**src/rtl/bru_pkg.sv**
```systemverilog
// Shared constants and types for the branch resolve unit: funct3 encodings,
// the 2-bit counter type and its saturating update helper.
package bru_pkg;

    localparam logic [2:0] F3_BEQ  = 3'b000;
    localparam logic [2:0] F3_BNE  = 3'b001;
    localparam logic [2:0] F3_BLT  = 3'b100;
    localparam logic [2:0] F3_BGE  = 3'b101;
    localparam logic [2:0] F3_BLTU = 3'b110;
    localparam logic [2:0] F3_BGEU = 3'b111;

    typedef logic [1:0] bht_cnt_t;

    localparam bht_cnt_t BHT_INIT = 2'b01;

    function automatic bht_cnt_t bht_next(input bht_cnt_t cnt, input logic taken);
        bht_cnt_t nxt;
        nxt = cnt;
        if (taken && cnt != 2'b11)
            nxt = cnt + 2'b01;
        else if (!taken && cnt != 2'b00)
            nxt = cnt - 2'b01;
        return nxt;
    endfunction

endpackage

```
**src/rtl/branch_cmp.sv**
```systemverilog
// Combinational RV64I conditional-branch evaluator. funct3 010/011 have no
// branch meaning and are flagged illegal with cond held low.
module branch_cmp
    import bru_pkg::*;
#(
    parameter int XLEN = 64
) (
    input  logic [2:0]      funct3_i,
    input  logic [XLEN-1:0] a_i,
    input  logic [XLEN-1:0] b_i,
    output logic            cond_o,
    output logic            illegal_o
);

    logic eq, lt, ltu;

    assign eq  = (a_i == b_i);
    assign lt  = ($signed(a_i) < $signed(b_i));
    assign ltu = (a_i < b_i);

    always_comb begin
        cond_o    = 1'b0;
        illegal_o = 1'b0;
        case (funct3_i)
            F3_BEQ:  cond_o = eq;
            F3_BNE:  cond_o = ~eq;
            F3_BLT:  cond_o = lt;
            F3_BGE:  cond_o = ~lt;
            F3_BLTU: cond_o = ltu;
            F3_BGEU: cond_o = ~ltu;
            default: illegal_o = 1'b1;
        endcase
    end

endmodule

```
**src/rtl/branch_resolve_unit.sv**
```systemverilog
// Branch resolution plus a table of 2-bit saturating predictors.
// Optional statistics counters are enabled with the BRU_STATS_EN macro.
module branch_resolve_unit
    import bru_pkg::*;
#(
    parameter int XLEN      = 64,
    parameter int BHT_DEPTH = 16
) (
    input  logic            clk,
    input  logic            reset,
    input  logic [XLEN-1:0] lookup_pc,
    output logic            pred_taken,
    input  logic            res_valid,
    input  logic            res_branch,
    input  logic [2:0]      res_funct3,
    input  logic [XLEN-1:0] res_pc,
    input  logic            res_pred,
    input  logic [XLEN-1:0] rs1_data,
    input  logic [XLEN-1:0] rs2_data,
    output logic            sel,
    output logic            taken_q,
    output logic            mispredict_q,
    output logic            illegal_q,
`ifdef BRU_STATS_EN
    output logic [31:0]     br_count,
    output logic [31:0]     mispred_count,
`endif
    output logic            done_q
);

    localparam int IDX_W = $clog2(BHT_DEPTH);

    bht_cnt_t         bht_q [BHT_DEPTH];
    logic [IDX_W-1:0] lk_idx, res_idx;
    logic             cond, illegal;
    logic             br_vld, upd;
    logic             taken_d, mispredict_d, illegal_d, done_d;

    branch_cmp #(.XLEN(XLEN)) u_cmp (
        .funct3_i  (res_funct3),
        .a_i       (rs1_data),
        .b_i       (rs2_data),
        .cond_o    (cond),
        .illegal_o (illegal)
    );

    // Word-aligned index; low PC bits and upper tag bits play no part.
    assign lk_idx  = lookup_pc[IDX_W+1:2];
    assign res_idx = res_pc[IDX_W+1:2];

    logic unused_pc_bits;
    assign unused_pc_bits = ^{lookup_pc[XLEN-1:IDX_W+2], lookup_pc[1:0],
                              res_pc[XLEN-1:IDX_W+2], res_pc[1:0]};

    assign pred_taken = bht_q[lk_idx][1];

    assign br_vld       = res_valid & res_branch;
    assign sel          = br_vld & ~illegal & cond;
    assign upd          = br_vld & ~illegal;
    assign taken_d      = sel;
    assign mispredict_d = upd & (res_pred != sel);
    assign illegal_d    = br_vld & illegal;
    assign done_d       = br_vld;

    always_ff @(posedge clk or posedge reset) begin
        if (reset) begin
            for (int i = 0; i < BHT_DEPTH; i++)
                bht_q[i] <= BHT_INIT;
        end else if (upd) begin
            bht_q[res_idx] <= bht_next(bht_q[res_idx], sel);
        end
    end

    always_ff @(posedge clk or posedge reset) begin
        if (reset) begin
            taken_q      <= 1'b0;
            mispredict_q <= 1'b0;
            illegal_q    <= 1'b0;
            done_q       <= 1'b0;
        end else begin
            taken_q      <= taken_d;
            mispredict_q <= mispredict_d;
            illegal_q    <= illegal_d;
            done_q       <= done_d;
        end
    end

`ifdef BRU_STATS_EN
    logic [31:0] br_cnt_q, br_cnt_d;
    logic [31:0] mis_cnt_q, mis_cnt_d;

    always_comb begin
        br_cnt_d  = br_cnt_q;
        mis_cnt_d = mis_cnt_q;
        if (done_d && br_cnt_q != 32'hFFFF_FFFF)
            br_cnt_d = br_cnt_q + 32'd1;
        if (mispredict_d && mis_cnt_q != 32'hFFFF_FFFF)
            mis_cnt_d = mis_cnt_q + 32'd1;
    end

    always_ff @(posedge clk or posedge reset) begin
        if (reset) begin
            br_cnt_q  <= 32'd0;
            mis_cnt_q <= 32'd0;
        end else begin
            br_cnt_q  <= br_cnt_d;
            mis_cnt_q <= mis_cnt_d;
        end
    end

    assign br_count      = br_cnt_q;
    assign mispred_count = mis_cnt_q;
`endif

endmodule

```
**config.mk**
```make
export PLATFORM = sky130hd
export DESIGN_NAME = branch_resolve_unit
export DESIGN_NICKNAME = d
export VERILOG_FILES = /design/src/rtl/bru_pkg.sv /design/src/rtl/branch_cmp.sv /design/src/rtl/branch_resolve_unit.sv
export SDC_FILE = /design/constraint.sdc
export NUM_CORES = 1
export LEC_CHECK = 0
export ABC_AREA = 0
export BUFFER_PORTS_ARGS = -buffer_cell sky130_fd_sc_hd__buf_2
export CORE_AREA = 2 2 106 108
export DETAILED_ROUTE_END_ITERATION = 8
export DIE_AREA = 0 0 108 110
export GPL_ROUTABILITY_DRIVEN = 0
export MAX_ROUTING_LAYER = met4
export PLACE_DENSITY = 0.7
export SETUP_SLACK_MARGIN = 0.1
export SLEW_MARGIN = 10
export SYNTH_ARGS = -nofsm -noshare
export SYNTH_HDL_FRONTEND = slang
export SYNTH_SLANG_ARGS = --single-unit
```
**constraint.sdc**
```tcl
create_clock -name clk -period 3.5 [get_ports clk]
set_input_delay 0.7 -clock clk [delete_from_list [all_inputs] [get_ports clk]]
set_output_delay 0.7 -clock clk [all_outputs]
set_load 0.03 [all_outputs]
```
==> run metrics, run 1 <==
outcome=finished with violations; violated checks=negative setup slack; First-pass DRT Iterations=7; number of global-route vias before repair=3969; largest net degree at the start of global routing=31; Critical path buffers and inverters=3; most used cell, CP=nor3_4; GRT overflow=0; via count=3798; Slew HR=0.276; Synth warnings=0; Synth cell types=48; Crit path largest cell delay=560 ps; crit path to=sel; Reg-to-Reg End=bht_q[5]; crit path time final=3630 ps; Async SR Flop Fraction=1.00; syn avg cell area=9.08 um2; Placement Cell Area=4930 um2; P per Cell Area=299 nW/um2; initial antenna violation count=0; CP Data Arrival Time=2930 ps; fill cell count=948; Worst R2R Setup Slack=560 ps; initial core utilization=0.346; first-pass GRT wire length=17.9 mm; cell area after layout=5610 um2; VDD IR max=0.000163 V; CTS tree=built; Slew Viols, Final=0; final hold slack=481 ps; Post-CTS Hold Buffers=0; Syn Inst Count=408; I/O pin cnt=270; clock latency on the worst-skew pair=300 ps; Die Height=110 um; startpoint type of the worst setup path=input pin; Compound-Gate Fraction of Synth Area=0.137; slack of the critical path=-128 ps; DRT antenna net count=0; post-synth top area cell=ha_1; crit path cell chain=buf_2, inv_1, ha_1, nand2_1, or4_4, nor3_4, nand4_1, xor2_2, nor3_4, a31oi_4, nor2_2, buf_6; worst-margin pin slew=1080 ps; H-tree depth=2; CP Max Fanout=4; diode count=0; # DRC=0; Post-Synth Adder-Cell Area=0.223; multi-input logic area=2960 um2; path depth of the worst reg2reg path=9; Synth Area in Simple Gates=0.159; Initial DRC Count=166; via/cell ratio=5.21; Primary FF master, synth=dfrtp_1; PnR Total Power=1.68 mW; # setup viols final=17; Critical Path Stages=12; die area=11900 um2; final core occ=0.524; Crit Reg-Reg Startpoint=bht_q[17]; M1 GR Usage=0.224; synth top area cells=ha_1 (22%), dfrtp_1 (14%), dfstp_2 (11%); number of cell rows=38; layout cell share with drive strength beyond 1=0.509; Storage cell area=921 um2; TritonCTS buffer count=5; met2 Track Usage GR=0.353; Routed WL=11.6 mm; Peak Freq=0.276 GHz; CP required=2800 ps; All-Layer GR Usage=0.197; synthesized area=3700 um2; P_leak=2.77 nW; Min-Delay Path Class=flop to flop; buffers added on ports=149; Fin Clk Skew=7.45 ps; GRT met3 Usage=0.0312; Worst-path clk slew=70 ps; core box area=10700 um2; Die X=108 um; Post-synth EDFFs=0; CTS root buf=clkbuf_8; XOR/XNOR Fraction of Synth Area=0.00946; clock buffer depth=2; Area growth syn-to-layout=51.5%; register area share after synthesis=0.249; post-synthesis mux area share=0.140; FF+latch count, synth=36; critical path class=input pin to primary output; max-cap violations=0; CP max stage cell=or4_4; Layout Nets=918; busiest layer in global routing=met2; Synth top cells by count=inv_1 (71), ha_1 (66), nand2_1 (48); cell with the most instances after synthesis=inv_1; share of the synthesized area in the top cell type=0.223; Wirelength per Cell=15.9 um; period utilisation layout=1.04; largest family of logic cells by synthesized area=adder cells; Final Hold Violating Endpoints=0; RSZ-0062 raised after global routing=yes; CP top delay family=simple AND/OR/NAND/NOR gates; setup TNS=-444 ps; CTS sink cnt=36; dpl hpwl=9.32 mm; Crit. Startpoint=rs2_data[53]; CP endpoint kind=primary output; Synth Net Count=738
-- timing repair --
action / CTS / global route
resized for setup: 46 / 40
cloned: 1 / 0
setup endpoints to repair: 32 / 33
endpoints found under the hold margin: 0 / 0
setup buffers: 6 / 2
pin swaps: 16 / 13
-- power breakdown --
group          internal [mW]  leakage [nW]  switching, mW  total [mW]
logic                  0.408          2.28          0.391       0.799
registers              0.482         0.441         0.0316       0.514
clock network          0.211        0.0541          0.153       0.364
total                   1.10          2.77          0.575        1.68
-- routing by layer --
layer,up-vias,share of wire
met1,1741,0.42
met2,193,0.48
li1,1835,-
met3,29,0.071
met5,-,0
met4,0,0.033
-- worst min-delay path by stage --
stage | startpoint | endpoint | slack, ps | depth (start not counted)
4_1_cts | bht_q[28] | bht_q[28] | 450 | 2
3_5_place_dp | bht_q[28] | bht_q[28] | 440 | 2
6_report | bht_q[24] | bht_q[24] | 480 | 2
2_1_floorplan | bht_q[28] | bht_q[28] | 430 | 2
3_3_place_gp | bht_q[28] | bht_q[28] | 450 | 2
5_1_grt | bht_q[30] | bht_q[30] | 500 | 2
-- cells by family (layout without fill, tap and decap cells) --
| logic type | Yosys count | after routing |
|---|---|---|
| flip-flops | 36 | 36 |
| multiplexers | 31 | 31 |
| XOR/XNOR | 4 | 4 |
| buffers and inverters | 79 | 260 |
| AO/OA/AOI/OAI | 77 | 77 |
| adder cells (fa/ha/maj) | 66 | 66 |
| AND/OR/NAND/NOR | 115 | 115 |
-- sequential cells by signal, indices dropped and copies added, names as in the netlist --
name	flops
bht_q	32
done_q	1
illegal_q	1
mispredict_q	1
taken_q	1
-- per-stage QoR --
step | setup WS, ps | std cells
floorplan | 44.5 | 408
global placement | -606 | 712
global route | -249 | 729
finish | -128 | 729
CTS | -170 | 727
detailed placement | -670 | 712
-- cells in the final DEF, fill, tap and decap left out, types with 3 or more instances in the layout --
master and count:
buf_2 132, inv_1 60, ha_1 54, nand2_1 47
a21oi_1 27, buf_4 26, dfrtp_1 20, buf_6 18
dfstp_2 16, mux4_2 15, nand4_1 14, mux2_2 13
nand3_1 12, ha_4 12, nor2_1 9, nor3_1 9
o31ai_2 9, inv_2 7, o21ai_0 6, o31ai_4 6
clkbuf_8 5, a21o_1 4, and4_1 3, a2111oi_4 3
nor3_4 3, nor4_2 3, nor2b_1 3, mux2_4 3
buf_12 3
-- worst min-delay path, stage by stage (launching register included) --
cell and delay (ps):
dfstp_2 370, nand2_1 60, o31ai_2 50
-- final cells by class --
cell class / instances / area share
multi-input cells: 293 / 0.528
flip-flops and latches: 36 / 0.164
clock inverters: 3 / 0.00758
inverters: 71 / 0.0502
clock buffers: 5 / 0.0123
repair buffers: 181 / 0.207
well taps: 140 / 0.0312
(Power assumes the default switching activity.)
==> run 2, diff against run 1 <==
- SKIP_LAST_GASP: not set -> 1
==> run metrics, run 2 (same netlist as run 1, synthesis figures left out) <==
largest net degree at the start of global routing=31 (unchanged); Biggest register=bht_q; VDD IR max=0.000161 V (-1.5%); outcome=finished with violations; CP Max Fanout=4 (unchanged); PnR Total Power=1.67 mW (-0.51%); max reg flops=32 (unchanged); max-cap violations=0 (unchanged); Final Non-Filler Cells=729 (unchanged); First-pass DRT Iterations=6 (-1); Slew Viols, Final=0 (unchanged); Area growth syn-to-layout=51.1%; multi-input logic area=2950 um2 (-0.30%); worst-margin pin slew=1060 ps (-17.7 ps); TritonCTS buffer count=5 (unchanged); Worst R2R Setup Slack=570 ps (about the same); CTS sink cnt=36 (unchanged); All-Layer GR Usage=0.196 (-0.000904); CTS root buf=clkbuf_8; die area=11900 um2 (unchanged); Die X=108 um (unchanged); initial antenna violation count=0 (unchanged); Die Height=110 um (unchanged); Hold Path Depth=2 (unchanged); Placed Cells=712 (unchanged); GRT overflow=0 (unchanged); Final Hold Violating Endpoints=0 (unchanged); via count=3786 (-0.32%); setup TNS=-486 ps (-42.3 ps); period utilisation layout=1.04 (+0.00379); core box area=10700 um2 (unchanged); initial core utilization=0.346 (unchanged); number of global-route vias before repair=3942 (-0.68%); clock buffer depth=2 (unchanged); final hold slack=481 ps (+0.663 ps); dpl hpwl=9.32 mm (unchanged); fill cell count=944 (-0.42%); Layout Nets=918 (unchanged); commonest non-fill, non-tap cells in the layout=buf_2 (132), inv_1 (60), ha_1 (54), nand2_1 (47); Min-Delay Path Class=flop to flop; Post-CTS Hold Buffers=0 (unchanged); I/O pin cnt=270 (unchanged); buffers added on ports=149 (unchanged); H-tree depth=2 (unchanged); Storage cell area=921 um2 (unchanged); CTS tree=built; path depth of the worst reg2reg path=9 (unchanged); first-pass GRT wire length=17.8 mm (-0.39%); diode count=0 (unchanged); clock latency on the worst-skew pair=290 ps (about the same); most common cell after layout, fill and taps aside=buf_2; crit path time final=3640 ps (+13.3 ps); critical path class=input pin to primary output; P_leak=2.77 nW (about the same); slack of the critical path=-142 ps (-13.3 ps); violated checks=negative setup slack; post-place setup slack=-670 ps (unchanged); number of cell rows=38 (unchanged); CP required=2800 ps (about the same); # setup viols final=17 (unchanged); DRT antenna net count=0 (unchanged); P per Cell Area=298 nW/um2 (-0.28%); CP Data Arrival Time=2940 ps (about the same); Fin Clk Skew=7.74 ps (+0.288 ps); Routed WL=11.5 mm (-0.87%); Slew HR=0.288 (+0.0118); Initial DRC Count=148 (-11%); Peak Freq=0.275 GHz (-0.36%); startpoint type of the worst setup path=input pin; RSZ-0062 raised after global routing=yes; Worst-path clk slew=70 ps (about the same); Wirelength per Cell=15.8 um (-0.87%); CP endpoint kind=primary output; via/cell ratio=5.19 (-0.32%); # DRC=0 (unchanged); layout cell share with drive strength beyond 1=0.509 (unchanged)
## run 2: area by class of cell
class,count,area share
clock inverter,3,0.00760
multi-input combinational,293,0.527
sequential,36,0.165
tap,140,0.0313
timing repair buffer,181,0.207
clock buffer,5,0.0123
inverter,71,0.0503
## run 2: report_power, final
part	total, mW	switching (mW)	internal [mW]
combinational	0.793	0.386	0.407
clock	0.362	0.152	0.211
sequential	0.513	0.0311	0.482
total	1.67	0.568	1.10
## run 2: stage by stage
step,util,area [um2]
4_1_cts,0.497,5320
5_1_grt,0.523,5600
2_1_floorplan,-,3850
3_5_place_dp,0.461,4930
3_3_place_gp,0.461,4930
6_report,0.523,5600
## run 2: critical path, cell delays in order
cell and delay, ps:
buf_2 70, inv_1 50, ha_1 290, nand2_1 60, or4_4 560, nor3_4 240
nand4_1 180, xor2_2 200, nor3_4 190, a31oi_4 80, nor2_2 130, buf_4 180
## run 2: worst paths after layout
path | endpoint | from
setup reg to reg | bht_q[3] | bht_q[17]
hold / removal | bht_q[24] | bht_q[24]
min in group asynchronous | bht_q[1] | reset
setup / recovery | sel | rs2_data[53]
max in group asynchronous | bht_q[14] | reset
hold reg to reg | bht_q[24] | bht_q[24]
## run 2: repair_timing
action / in CTS / in global routing
pin swaps: 15 / 13
setup endpoints to repair: 32 / 33
gates cloned: 1 / 0
resized for setup: 40 / 44
setup buffers: 6 / 2
## run 2: metal layers
layer / GRT usage / share of wire
met1: 0.226 / 0.42
met2: 0.350 / 0.48
met3: 0.0300 / 0.072
met4: 0.0659 / 0.031
met5: - / 0
